--- config.mk ---
export PLATFORM = sky130hd
export DESIGN_NAME = jtkicker_psg_if
export DESIGN_NICKNAME = d
export VERILOG_FILES = /design/src/rtl/jtkicker_psg_if.sv
export SDC_FILE = /design/constraint.sdc
export NUM_CORES = 1
export LEC_CHECK = 0
export BUFFER_PORTS_ARGS = -buffer_cell sky130_fd_sc_hd__buf_2
export CAP_MARGIN = 15
export CELL_PAD_IN_SITES_DETAIL_PLACEMENT = 2
export CELL_PAD_IN_SITES_GLOBAL_PLACEMENT = 2
export CORE_MARGIN = 3
export CORE_UTILIZATION = 28
export CTS_CLUSTER_DIAMETER = 60
export CTS_CLUSTER_SIZE = 8
export DETAILED_ROUTE_END_ITERATION = 8
export PLACE_DENSITY = 0.74
export SETUP_SLACK_MARGIN = 0.5
export SYNTH_ARGS = -nofsm -noshare
export SYNTH_HDL_FRONTEND = slang
export SYNTH_SLANG_ARGS = --single-unit
export TNS_END_PERCENT = 30
--- constraint.sdc ---
create_clock -name clk -period 2.7 [get_ports clk]
set_input_delay 0.54 -clock clk [delete_from_list [all_inputs] [get_ports clk]]
set_output_delay 0.54 -clock clk [all_outputs]
set_load 0.02 [all_outputs]
--- src/rtl/jtkicker_psg_if.sv ---
// CPU write interface for a SN76489-style PSG: edge-detected write strobe, latch/data byte decode
// and register file. Define JTKICKER_PSG_BUSY_EN to add the post-write BUSY period with ready/ovf.
module jtkicker_psg_if #(
    parameter int BUSY_CYCLES = 32
) (
    input  logic       clk,
    input  logic       rst,
    input  logic       clk_en,
    input  logic       ce_n,
    input  logic       wr_n,
    input  logic [7:0] din,
    output logic       ready,
    output logic [9:0] tone0,
    output logic [9:0] tone1,
    output logic [9:0] tone2,
    output logic [3:0] vol0,
    output logic [3:0] vol1,
    output logic [3:0] vol2,
    output logic [3:0] vol3,
    output logic [2:0] noise_ctl,
    output logic       noise_rst,
    output logic       ovf
);

    logic       stb_q;
    logic       stb_dly_q;
    logic       wr_event;
    logic       accept;
    logic [2:0] sel;
    logic [2:0] idx_q,   idx_d;
    logic [9:0] tone_q  [3];
    logic [9:0] tone_d  [3];
    logic [3:0] vol_q   [4];
    logic [3:0] vol_d   [4];
    logic [2:0] noise_q, noise_d;
    logic       noise_rst_q, noise_rst_d;

    // A write event is the first cycle the registered strobe is seen high.
    assign wr_event = stb_q & ~stb_dly_q;

`ifdef JTKICKER_PSG_BUSY_EN
    typedef enum logic {
        S_IDLE,
        S_BUSY
    } state_t;

    state_t     state_q, state_d;
    logic [5:0] cnt_q,   cnt_d;
    logic       ovf_q,   ovf_d;

    always_comb begin
        state_d = state_q;
        cnt_d   = cnt_q;
        ovf_d   = ovf_q;
        accept  = 1'b0;
        case (state_q)
            S_IDLE: begin
                if (wr_event) begin
                    accept  = 1'b1;
                    state_d = S_BUSY;
                    cnt_d   = BUSY_CYCLES[5:0];
                end
            end
            S_BUSY: begin
                if (wr_event) ovf_d = 1'b1;
                if (clk_en) begin
                    cnt_d = cnt_q - 6'd1;
                    if (cnt_q == 6'd1) state_d = S_IDLE;
                end
            end
            default: state_d = S_IDLE;
        endcase
    end

    always_ff @(posedge clk or posedge rst) begin
        if (rst) begin
            state_q <= S_IDLE;
            cnt_q   <= 6'd0;
            ovf_q   <= 1'b0;
        end else begin
            state_q <= state_d;
            cnt_q   <= cnt_d;
            ovf_q   <= ovf_d;
        end
    end

    assign ready = (state_q == S_IDLE);
    assign ovf   = ovf_q;
`else
    logic unused_cfg;

    assign accept     = wr_event;
    assign ready      = 1'b1;
    assign ovf        = 1'b0;
    assign unused_cfg = ^{clk_en, BUSY_CYCLES[5:0]};
`endif

    // Latch bytes select the register; data bytes reuse the last selection.
    always_comb begin
        idx_d       = idx_q;
        tone_d      = tone_q;
        vol_d       = vol_q;
        noise_d     = noise_q;
        noise_rst_d = 1'b0;
        sel         = din[7] ? din[6:4] : idx_q;
        if (accept) begin
            if (din[7]) idx_d = din[6:4];
            case (sel)
                3'd0, 3'd2, 3'd4: begin
                    if (din[7]) tone_d[sel[2:1]] = {tone_q[sel[2:1]][9:4], din[3:0]};
                    else        tone_d[sel[2:1]] = {din[5:0], tone_q[sel[2:1]][3:0]};
                end
                3'd6: begin
                    noise_d     = din[2:0];
                    noise_rst_d = 1'b1;
                end
                default: vol_d[sel[2:1]] = din[3:0];
            endcase
        end
    end

    always_ff @(posedge clk or posedge rst) begin
        if (rst) begin
            stb_q       <= 1'b0;
            stb_dly_q   <= 1'b0;
            idx_q       <= 3'd0;
            tone_q      <= '{default: 10'd0};
            vol_q       <= '{default: 4'hF};
            noise_q     <= 3'd0;
            noise_rst_q <= 1'b0;
        end else begin
            stb_q       <= ~ce_n & ~wr_n;
            stb_dly_q   <= stb_q;
            idx_q       <= idx_d;
            tone_q      <= tone_d;
            vol_q       <= vol_d;
            noise_q     <= noise_d;
            noise_rst_q <= noise_rst_d;
        end
    end

    assign tone0     = tone_q[0];
    assign tone1     = tone_q[1];
    assign tone2     = tone_q[2];
    assign vol0      = vol_q[0];
    assign vol1      = vol_q[1];
    assign vol2      = vol_q[2];
    assign vol3      = vol_q[3];
    assign noise_ctl = noise_q;
    assign noise_rst = noise_rst_q;

endmodule
# Yosys cells after proc, flatten, opt, wreduce, memory -nomap -nowiden
# Cells that the tools add are included.
[word_totals] register_bits=55 input_bits=13 output_inout_bits=52 elab_cells=45
[classes] magnitude_cmp=2 eq_ne=3 muxes=14 bitwise=7 reduce_logical=7
[ops] operator="30-bit bitwise mux" count=2
[ops] operator="10-bit 2-to-1 mux" count=3
[ops] operator="30-bit 2-to-1 mux" count=1
[ops] operator="10-bit binary-select mux with 2-bit select" count=1
[ops] operator="10-bit demux with 2-bit select" count=1
[ops] operator="16-bit bitwise mux" count=1
[ops] operator="4-bit demux with 2-bit select" count=1
[ops] operator="3-bit == test (second input constant)" count=2
[ops] operator="2-bit AND reduction" count=3
[ops] operator="4-bit 2-to-1 mux" count=1
[ops] operator="1-bit inverter" count=4
[ops] operator="4-bit OR reduction" count=1
[ops] operator="3-bit by 2-bit == test with 1-bit output (second input constant)" count=1
[ops] operator="3-bit >= comparator (second input constant)" count=1
[ops] operator="3-bit zero test" count=1
[ops] operator="3-bit by 1-bit less-than comparator with 1-bit output (second input constant)" count=1
[ops] operator="3-bit 2-to-1 mux" count=1
[ops] operator="2-bit inverter with 3-bit output" count=1
[ops] operator="3-bit OR reduction" count=1
[ops] operator="1-bit bitwise AND" count=2
[ops] operator="1-bit 2-to-1 mux" count=2
[ops] operator="1-bit logical AND" count=1

# Longest topological paths before layout
# Gate-level depths: netlist (run 1).
[logic_depth] word_depth=8 depth_mapped=5

# Worst setup path after synthesis (run 1)
# No wires, ideal clock.
[synth_path] kind="input -> register" from="input port din[6]" to="register tone_q (netlist bit tone1[8])" setup_ns=0.125 t_arrival_ns=1.474 path_slack_ns=1.101 path_stages=5 path_buffers=1 path_cell_list="buf_2 > nor2b_1 > a21oi_1 > nand2b_1 > mux2_2"
[synth_between] elab_chain_cells=8 word_cells_on_any_way=18
[synth_rtl] item="from (decl)" line="11" rtl="input logic [7:0] din,"
[synth_rtl] item="3-bit 2-to-1 mux (*)"
[synth_rtl] item="2-bit inverter with 3-bit output (not written as such)" line="110, 111"
[synth_rtl] item="3-bit >= comparator (not written as such) or 3-bit by 1-bit less-than comparator with 1-bit output (tied branches)" line="110, 111"
[synth_rtl] item="1-bit logical AND (not written as such)" line="110, 111"
[synth_rtl] item="10-bit 2-to-1 mux (not written as such)" line="110, 111"
[synth_rtl] item="10-bit demux with 2-bit select" line="110, 111"
[synth_rtl] item="30-bit bitwise mux, on equally long branches" line="111, 110"
[synth_rtl] item="30-bit 2-to-1 mux" line="110" rtl="if (din[7]) tone_d[sel[2:1]] = {tone_q[sel[2:1]][9:4], din[3:0]};"
[synth_rtl] item="to (signal assigned)" line="135" rtl="tone_q <= tone_d;"
[synth_rtl] item="to (decl)" line="31" rtl="logic [9:0] tone_q [3];"
# Every way passes the cells marked *; elsewhere a longest branch is shown, timed or not. The select of a mux whose other input is x is not followed.
# A chain may end at the register's enable or synchronous reset.

# Final worst setup path (run 1)
[layout_path] from="input port din[7]" to="register tone_q (netlist bit tone2[7])"
[layout_between] elab_chain_cells=8 word_cells_on_any_way=18
[layout_rtl] item="3-bit 2-to-1 mux"
[layout_rtl] item="2-bit inverter with 3-bit output (not written as such)" line="110, 111"
[layout_rtl] item="3-bit >= comparator (not written as such) or 3-bit by 1-bit less-than comparator with 1-bit output (tied branches)" line="110, 111"
[layout_rtl] item="1-bit logical AND (not written as such)" line="110, 111"
[layout_rtl] item="10-bit 2-to-1 mux (not written as such)" line="110, 111"
[layout_rtl] item="10-bit demux with 2-bit select" line="110, 111"
[layout_rtl] item="30-bit bitwise mux, on equally long branches" line="111, 110"
[layout_rtl] item="30-bit 2-to-1 mux" line="110"
# Parallel ways exist; a longest one is shown, timed or not. The select of a mux whose other input is x is not followed.

==> impl_results.md, run 1 <==
* Comb pwr share at 0.345
* Crit share post-route at 0.616
* Total gr overflow at 0
* Synthesized area at 2390 um^2
* Diode count at 0
* CTS Buffer Depth at 2
* Clock Pin Slew Worst Setup and Hold Paths at 100 ps
* Avg Cell Area, Syn at 14.5 um^2
* Hold WC Path Type: in -> async
* Reg2reg end: noise_ctl[1]
* Syn Inst Count at 165
* Iter 0 DRT Violations at 66
* CTS tree: built
* Worst Skew at 8.13 ps
* P_sw at 0.941 mW
* Fillcell total at 909
* Placer Congestion at 0.756
* Worst skew pair latency at 300 ps
* CTS Buf Count at 5
* CP Max Fanout at 14
* Largest net degree at the start of global routing at 36
* Initial antenna violation count at 0
* Post-CTS resize count at 0
* Sequential group share of total power at 0.481
* Worst path arrival time at 1860 ps
* Pre-CTS setup slack at 691 ps
* Unrepaired setup endpoints after global routing: false
* Outcome: completed
* Drc violations at 0
* CP Capture Point: tone2[7]
* Total Die Area at 9660 um^2
* Internal at 1.68 mW
* Setup slack, reg-to-reg at 1100 ps
* Core Footprint at 8260 um^2
* Worst Setup Slack, final at 1040 ps
* Vias in the first global route at 1,673
* Share of layout cells above drive strength 1 at 0.645
* Io pins at 65
* Nets@finish at 240
* Synth unique cells at 33
* Register area at 1400 um^2
* CP endpoint kind: flip-flop
* Leakage at 1.40 nW
* CTS Hold Buffers Added at 0
* First-pass GRT wire length at 9380 um
* Die H at 98.3 um
* Synth Warn # at 0
* Starting Density at 0.289
* Max Cap Viol at 0
* Layout Utilization at 0.349
* Syn Nets at 178
* Worst setup SP type: input port
* Multi-input logic area at 928 um^2
* DP HPWL at 4340 um
* Fin. max-slew vios at 0
* Worst EP required at 2900 ps
* Critical R2R Launch: idx_q[1]
* Power share of the clock group at 0.173
* Final setup vio count at 0
* Vias/cell at 4.55
* FF-to-FF path depth at 4
* IO Port Bufs at 61
* Vias after detailed routing at 1,514
* Peak VDD IR at 0.347 mV
* P&R area growth vs syn at 20.7%
* Final Hold Viols at 0
* WL per Instance at 16.9 um
* Total wire length at 5630 um
* Htree depth at 2
* Post-synthesis sequential area ratio at 0.585
* Fin crit period at 1660 ps
* Number of setup buffers added after CTS at 0
* Root buf cell: clkbuf_8
* First-pass iteration count of the detailed router at 4
* Row count at 33
* CP startpoint: din[7]
* Crit path kind: in -> reg
* Pwr/cell area at 911 nW/um^2
* Switching share of power at 0.358
* Die W at 98.3 um
* # clock sinks at 55
* Setup TNS at 0 ps
* Count of state elements after synthesis at 55
* Highest clock rate at 601 MHz
* Gr usage total at 0.122
* Post-route antenna net violation count at 0
## registers in the layout, summed over array words and instances (netlist names)
signal / cells
tone0: 10
tone1: 10
tone2: 10
vol0: 4
vol1: 4
vol2: 4
vol3: 4
idx_q: 3
noise_ctl: 3
noise_rst: 1
stb_dly_q: 1
stb_q: 1
## synthesized netlist by cell type
master     count  area (um^2)
mux2_2        41          462
dfrtp_1       39          976
dfstp_2       16          420
mux2_4         9          135
nor2_1         6         22.5
nand3_1        5         25.0
inv_1          4         15.0
nand2_1        4         15.0
nand2b_1       4         25.0
clkbuf_1       3         11.3
nor2_2         3         18.8
nor2b_1        3         18.8
a21oi_1        2         10.0
a22oi_1        2         15.0
and2b_1        2         15.0
buf_4          2         15.0
conb_1         2         7.51
nand3_4        2         35.0
o221ai_1       2         17.5
a31oi_1        1         6.26
a32oi_1        1         8.76
buf_1          1         3.75
buf_2          1         5.00
buf_6          1         11.3
mux2i_1        1         10.0
nand2_2        1         6.26
nand4_1        1         6.26
nor2_4         1         11.3
nor2_8         1         20.0
nor3_4         1         16.3
nor3b_1        1         7.51
o21ai_0        1         5.00
o2bb2ai_1      1         8.76
## stage by stage
| step | cells | cell area, um^2 | hold WS, ps | power, mW |
|---|---|---|---|---|
| finish | 333 | 2880 | 258 | 2.62 |
| CTS | 333 | 2880 | 261 | 2.67 |
| global placement | 325 | 2790 | 393 | 2.17 |
| detailed placement | 325 | 2790 | 412 | 2.21 |
| floorplan | 165 | 2390 | 369 | 1.88 |
| global route | 333 | 2880 | 263 | 2.79 |
## cell type report
class / count / area share
Clock buffer: 5 / 0.0239
Multi-Input combinational cell: 98 / 0.322
Clock inverter: 3 / 0.00695
Timing Repair Buffer: 63 / 0.111
Sequential cell: 55 / 0.485
Inverter: 4 / 0.00521
Tap cell: 105 / 0.0456
## worst max-delay path, cell delays in order
cell and delay [ps]:
buf_2 270, mux2_4 390, nor2_8 180, nand3_4 140
mux2_4 330
## how the worst min path moves through the flow
| stage | cells past startpoint | endpoint | start |
|---|---|---|---|
| after floorplan | 0 | stb_dly_q | stb_q |
| after global placement | 0 | stb_dly_q | stb_q |
| after detailed placement | 0 | stb_dly_q | stb_q |
| after CTS | 3 | tone0[0] | rst |
| after global routing | 3 | noise_rst | rst |
| final | 3 | tone2[9] | rst |
## layout by cell type, fill, tap and decap left out, types with 2 or more instances in the layout
| master | count |
|---|---|
| dfrtp_1 | 39 |
| inv_1 | 3 |
| nor2_1 | 6 |
| clkinvlp_4 | 2 |
| clkbuf_8 | 5 |
| mux2_4 | 9 |
| a22oi_1 | 2 |
| o221ai_1 | 2 |
| nand2b_1 | 4 |
| conb_1 | 2 |
| nand3_1 | 5 |
| nor2_2 | 3 |
| nor2b_1 | 3 |
| nand3_4 | 2 |
| and2b_1 | 2 |
| a21oi_1 | 2 |
| nand2_1 | 4 |
| mux2_2 | 41 |
| buf_2 | 61 |
| buf_4 | 2 |
| dfstp_2 | 16 |
## kinds of logic after synthesis
logic type / Yosys count / synth area share
flops: 55 / 0.585
mux: 51 / 0.254
simple gates: 35 / 0.102
buf+inv: 12 / 0.0257
compound gates: 10 / 0.0299
other cells: 2 / 0.00315
## layer usage
metal | track usage | routed length [um] | up-vias
met2 | 0.222 | 3070 | 38
met5 | 0 | 0 | -
li1 | - | - | 693
met4 | 0.0158 | 0 | 0
met1 | 0.149 | 2270 | 783
met3 | 0.0307 | 284 | 0
## power groups by stage
stage | clock, mW | combinational [mW] | sequential (mW)
floorplan | 0 | 0.316 | 1.56
global placement | 0 | 0.894 | 1.28
detailed placement | 0 | 0.923 | 1.29
CTS | 0.477 | 0.925 | 1.27
global route | 0.512 | 0.970 | 1.31
finish | 0.455 | 0.906 | 1.26
Power figures use the tool's default switching activity.
==> inputs of run 2 (changes only) <==
Settings changed: PLACE_DENSITY 0.74 to 0.76.
Clock period 2.7 ns to 1.36 ns, I/O delays scaled along.
==> run 2 against run 1 <==
  * The run now ends with negative hold slack, negative setup slack left
  * Sequential cell count did not move
  * Count of clock-buffer cells in the layout grew 1
  * Routed wire length grew 27%
  * Setup slack got worse by 1200 ps
  * Critical path type is now reg -> reg
  * Largest power group is now combinational logic
==> impl_results.md, run 2 (synthesis results as in run 1) <==
* Row count at 33
* First-pass iteration count of the detailed router at 4
* Initial antenna violation count at 0
* WL per Instance at 19.8 um
* IO Port Bufs at 61
* Placed Cells at 343
* Root buf cell: clkbuf_8
* Starting Density at 0.289
* Total gr overflow at 0
* Nets@finish at 267
* Max incr delay on CP at 400 ps
* CTS tree: built
* Slowest cell on crit path: dfrtp_1
* Critical Path Stages at 4
* Largest net degree at the start of global routing at 43
* # clock sinks at 55
* Leakage at 1.68 nW
* Peak VDD IR at 0.823 mV
* Outcome: complete, but fails checks
* First-pass GRT wire length at 11,300 um
* Vias after detailed routing at 1,676
* Crit path max-delay family: multiplexers
* Placer Congestion at 0.809
* Final setup vio count at 48
* Commonest non-fill, non-tap cell in the layout: buf_6
* Worst EP required at 1580 ps
* Crit path kind: reg -> reg
* Worst Skew at 13.8 ps
* Worst hold slack at -98.1 ps
* DP HPWL at 4570 um
* Commonest non-fill, non-tap cells in the layout: 56 x buf_6, 38 x dfrtp_1, 28 x mux2_2, 22 x mux2_4, 22 x buf_4
* Worst skew pair latency at 320 ps
* Pwr/cell area at 1740 nW/um^2
* Critical Path, Cell by Cell: mux2_4 -> nor2_8 -> nand3_4 -> mux2_4
* Total Die Area at 9660 um^2
* Worst path most repeated cell: mux2_4
* Unrepaired setup endpoints after global routing: true
* Buf/Inv on CP at 0
* Setup TNS at -3870 ps
* Worst Setup Slack, final at -157 ps
* Iter 0 DRT Violations at 40
* P&R area growth vs syn at 52.2%
* Die W at 98.3 um
* Clock Pin Slew Worst Setup and Hold Paths at 110 ps
* Diode count at 0
* Total wire length at 7140 um
* Htree depth at 2
* Crit share post-route at 1.12
* Worst setup SP type: flip-flop
* Layout Cells excl Fill at 360
* FF-to-FF path depth at 4
* Io pins at 65
* CTS Buf Count at 5
* Fin crit period at 1520 ps
* Share of layout cells above drive strength 1 at 0.749
* CP endpoint kind: flip-flop
* Fin. max-slew vios at 0
* Core Footprint at 8260 um^2
* Final Hold Viols at 9
* CP Max Fanout at 8
* Post-route antenna net violation count at 0
* Max Cap Viol at 0
* Die H at 98.3 um
* Layout Utilization at 0.440
* Highest clock rate at 659 MHz
* CTS Buffer Depth at 2
* Vias in the first global route at 1,978
* Failing checks: negative hold slack, negative setup slack
* Hold WC Path Type: in -> async
* Drc violations at 0
* Worst path arrival time at 1730 ps
* Gr usage total at 0.149
* Vias/cell at 4.66
==> run 2: cell count changes in the layout (fill, tap and decap cells not counted), moves of 4 or more <==
cell,before,now
buf_6,0,56
buf_2,61,11
buf_4,2,22
mux2_2,41,28
mux2_4,9,22
nor2_4,1,5
==> run 2: what timing repair did <==
| action | CTS | global route |
|---|---|---|
| endpoints found under the hold margin | 9 | 9 |
| endpoints found under the setup margin | 103 | 103 |
| gates resized for setup | 124 | 24 |
| pin swaps | 10 | 8 |
| setup buffers | 6 | 3 |
==> run 2: final cells by class <==
class | instances | area (um^2)
fillers | 817 | 4630
flip-flops and latches | 55 | 1400
multi-input cells | 98 | 1120
repair buffers | 90 | 871
well taps | 105 | 131
clock buffers | 6 | 72.6
inverters | 4 | 18.8
clock inverters | 2 | 16.3
==> run 2: final timing paths <==
kind	start	endpoint	slack, ps
hold / removal	rst	tone0[0]	-100
min in group clk	ce_n	stb_q	100
hold reg to reg	stb_q	stb_dly_q	430
setup reg to reg	idx_q[0]	tone2[4]	-160
max in group asynchronous	rst	vol2[2]	880
setup / recovery	idx_q[0]	tone2[4]	-160
==> run 2: metal layers <==
layer,vias up,part of all wire,GRT usage
met5,-,0,0
met4,0,0.023,0.0399
met3,13,0.052,0.0429
met2,45,0.52,0.261
met1,870,0.40,0.179
li1,748,-,-
==> run 2: through the flow <==
stage | power [mW] | cell area [um^2] | worst slack (ps)
global route | 6.62 | 3630 | -220
floorplan | 3.73 | 2390 | -36.5
finish | 6.30 | 3630 | -157
detailed placement | 4.48 | 2940 | -258
CTS | 6.19 | 3500 | -136
global placement | 4.39 | 2940 | -220
==> run 2: power breakdown <==
part	leakage, nW	internal, mW	switching, mW
sequential	0.671	2.25	0.410
clock	0.0418	0.372	0.584
combinational	0.966	1.50	1.19
==> inputs of run 3 (changes only) <==
--- a/config.mk
+++ b/config.mk
@@ -15,5 +15,7 @@
 export CTS_CLUSTER_SIZE = 8
 export DETAILED_ROUTE_END_ITERATION = 8
+export GPL_TIMING_DRIVEN = 0
 export PLACE_DENSITY = 0.76
+export RECOVER_POWER = 100
 export SETUP_SLACK_MARGIN = 0.5
 export SYNTH_ARGS = -nofsm -noshare
==> constraint.sdc (replaced) <==
create_clock -name clk -period 1.36 [get_ports clk]
set_input_delay 0.272 -clock clk [delete_from_list [all_inputs] [get_ports clk]]
set_output_delay 0.272 -clock clk [all_outputs]
set_load 0.05 [all_outputs]
==> run 3 against run 2 <==
  * The flow finishes with violations (negative setup slack)
  * Critical endpoint is now tone2[9]
  * Final area decreased by 9.2%
  * Sequential power about the same
  * Highest routed layer unchanged
  * Setup slack worse by 13 ps
==> impl_results.md, run 3 (synthesis results as in run 1) <==
* Outcome: complete, but fails checks
* Failing checks: negative setup slack
* Core Footprint at 8260 um^2
* CTS Buffer Depth at 2
* Starting Density at 0.289
* Htree depth at 2
* Final Hold Viols at 0
* Crit share post-route at 1.13
* Placed Cells at 330
* Slew @ Worst Pin at 889 ps
* Row count at 33
* Slew margin rel. at 0.404
* Critical Path Stages at 5
* CTS tree: built
* Hold WC Path Type: in -> async
* Commonest non-fill, non-tap cells in the layout: 38 x mux2_2, 37 x dfrtp_1, 27 x buf_2, 16 x clkbuf_2, 16 x dfstp_2
* Highest clock rate at 653 MHz
* Post-route antenna net violation count at 0
* Total Die Area at 9660 um^2
* Fin crit period at 1530 ps
* Commonest non-fill, non-tap cell in the layout: mux2_2
* Worst setup SP type: flip-flop
* Die W at 98.3 um
* Worst path arrival time at 1730 ps
* CP endpoint kind: flip-flop
* Fin. max-slew vios at 0
* Final setup vio count at 37
* DP HPWL at 4570 um
* Setup TNS at -3710 ps
* Iter 0 DRT Violations at 31
* Placer Congestion at 0.794
* Initial antenna violation count at 0
* Peak VDD IR at 1.23 mV
* CTS Buf Count at 5
* Share of layout cells above drive strength 1 at 0.720
* Crit path max-delay family: multiplexers
* Layout Cells excl Fill at 348
* Critical Path, Cell by Cell: mux2_4 -> nor2_8 -> buf_4 -> nand2b_4 -> mux2_2
* Crit path kind: reg -> reg
* Pwr/cell area at 2110 nW/um^2
* First-pass iteration count of the detailed router at 3
* Diode count at 0
* Setup slack, reg-to-reg at -170 ps
* IO Port Bufs at 59
* Clock Pin Slew Worst Setup and Hold Paths at 110 ps
* Vias in the first global route at 1,895
* Vias after detailed routing at 1,611
* Gr usage total at 0.141
* Largest net degree at the start of global routing at 37
* First-pass GRT wire length at 10,700 um
* Total gr overflow at 0
* Pre-CTS setup slack at -339 ps
* CP Max Fanout at 8
* Die H at 98.3 um
* Leakage at 1.55 nW
* P&R area growth vs syn at 38.2%
* Unrepaired setup endpoints after global routing: true
* Worst EP required at 1560 ps
* Buf/Inv on CP at 1
* FF-to-FF path depth at 5
* Max incr delay on CP at 390 ps
* # clock sinks at 55
* Critical R2R Launch: idx_q[0]
* Worst Setup Slack, final at -171 ps
* Drc violations at 0
* Worst skew pair latency at 320 ps
* Vias/cell at 4.63
* Worst Skew at 14.0 ps
* Nets@finish at 255
* WL per Instance at 18.9 um
* Io pins at 65
* Reg2reg end: tone2[9]
* Max Cap Viol at 0
* Total wire length at 6580 um
* Root buf cell: clkbuf_8
* Slowest cell on crit path: dfrtp_1
run 3: per-layer routing:
layer,GRT usage,share of wire,up-vias
met4,0.0189,0.0041,0
met5,0,0,-
li1,-,-,725
met2,0.258,0.56,42
met3,0.0364,0.047,3
met1,0.171,0.39,841
run 3: final cells by class:
class	instances	area, um^2
buffer	8	46.3
clock buffer	5	68.8
clock inverter	3	22.5
fill	852	4960
inverter	4	16.3
multi-input combinational	98	1060
sequential	55	1400
tap	105	131
timing repair buffer	70	557
run 3: where the power goes:
part | total (mW) | internal, mW | leakage (nW) | switching [mW]
sequential | 2.64 | 2.25 | 0.670 | 0.389
combinational | 3.38 | 1.19 | 0.835 | 2.20
clock | 0.947 | 0.371 | 0.0485 | 0.576
total | 6.97 | 3.80 | 1.55 | 3.16
run 3: what timing repair did:
item,4_1_cts,5_1_grt
pin swaps,8,5
gates resized for setup,134,13
buffers inserted,6,4
hold endpoints to repair,10,10
endpoints found under the setup margin,103,103
run 3: worst max path at each step:
stage	endpoint	startpoint	slack, ps
finish	tone2[9]	idx_q[0]	-170
floorplan	tone2[4]	idx_q[0]	-40
CTS	tone2[0]	idx_q[0]	-180
global route	tone2[9]	idx_q[0]	-250
detailed placement	vol2[0]	stb_dly_q	-340
global placement	tone2[8]	din[5]	-270
run 3: stage by stage:
stage / total power, mW / utilization / instance area (um^2) / hold WS (ps)
6_report: 6.97 / 0.399 / 3300 / 69.2
4_1_cts: 7.35 / 0.416 / 3440 / -35.0
3_5_place_dp: 5.49 / 0.343 / 2840 / 321
3_3_place_gp: 5.39 / 0.341 / 2820 / 390
2_1_floorplan: 4.80 / - / 2390 / 333
5_1_grt: 7.29 / 0.399 / 3300 / 84.5
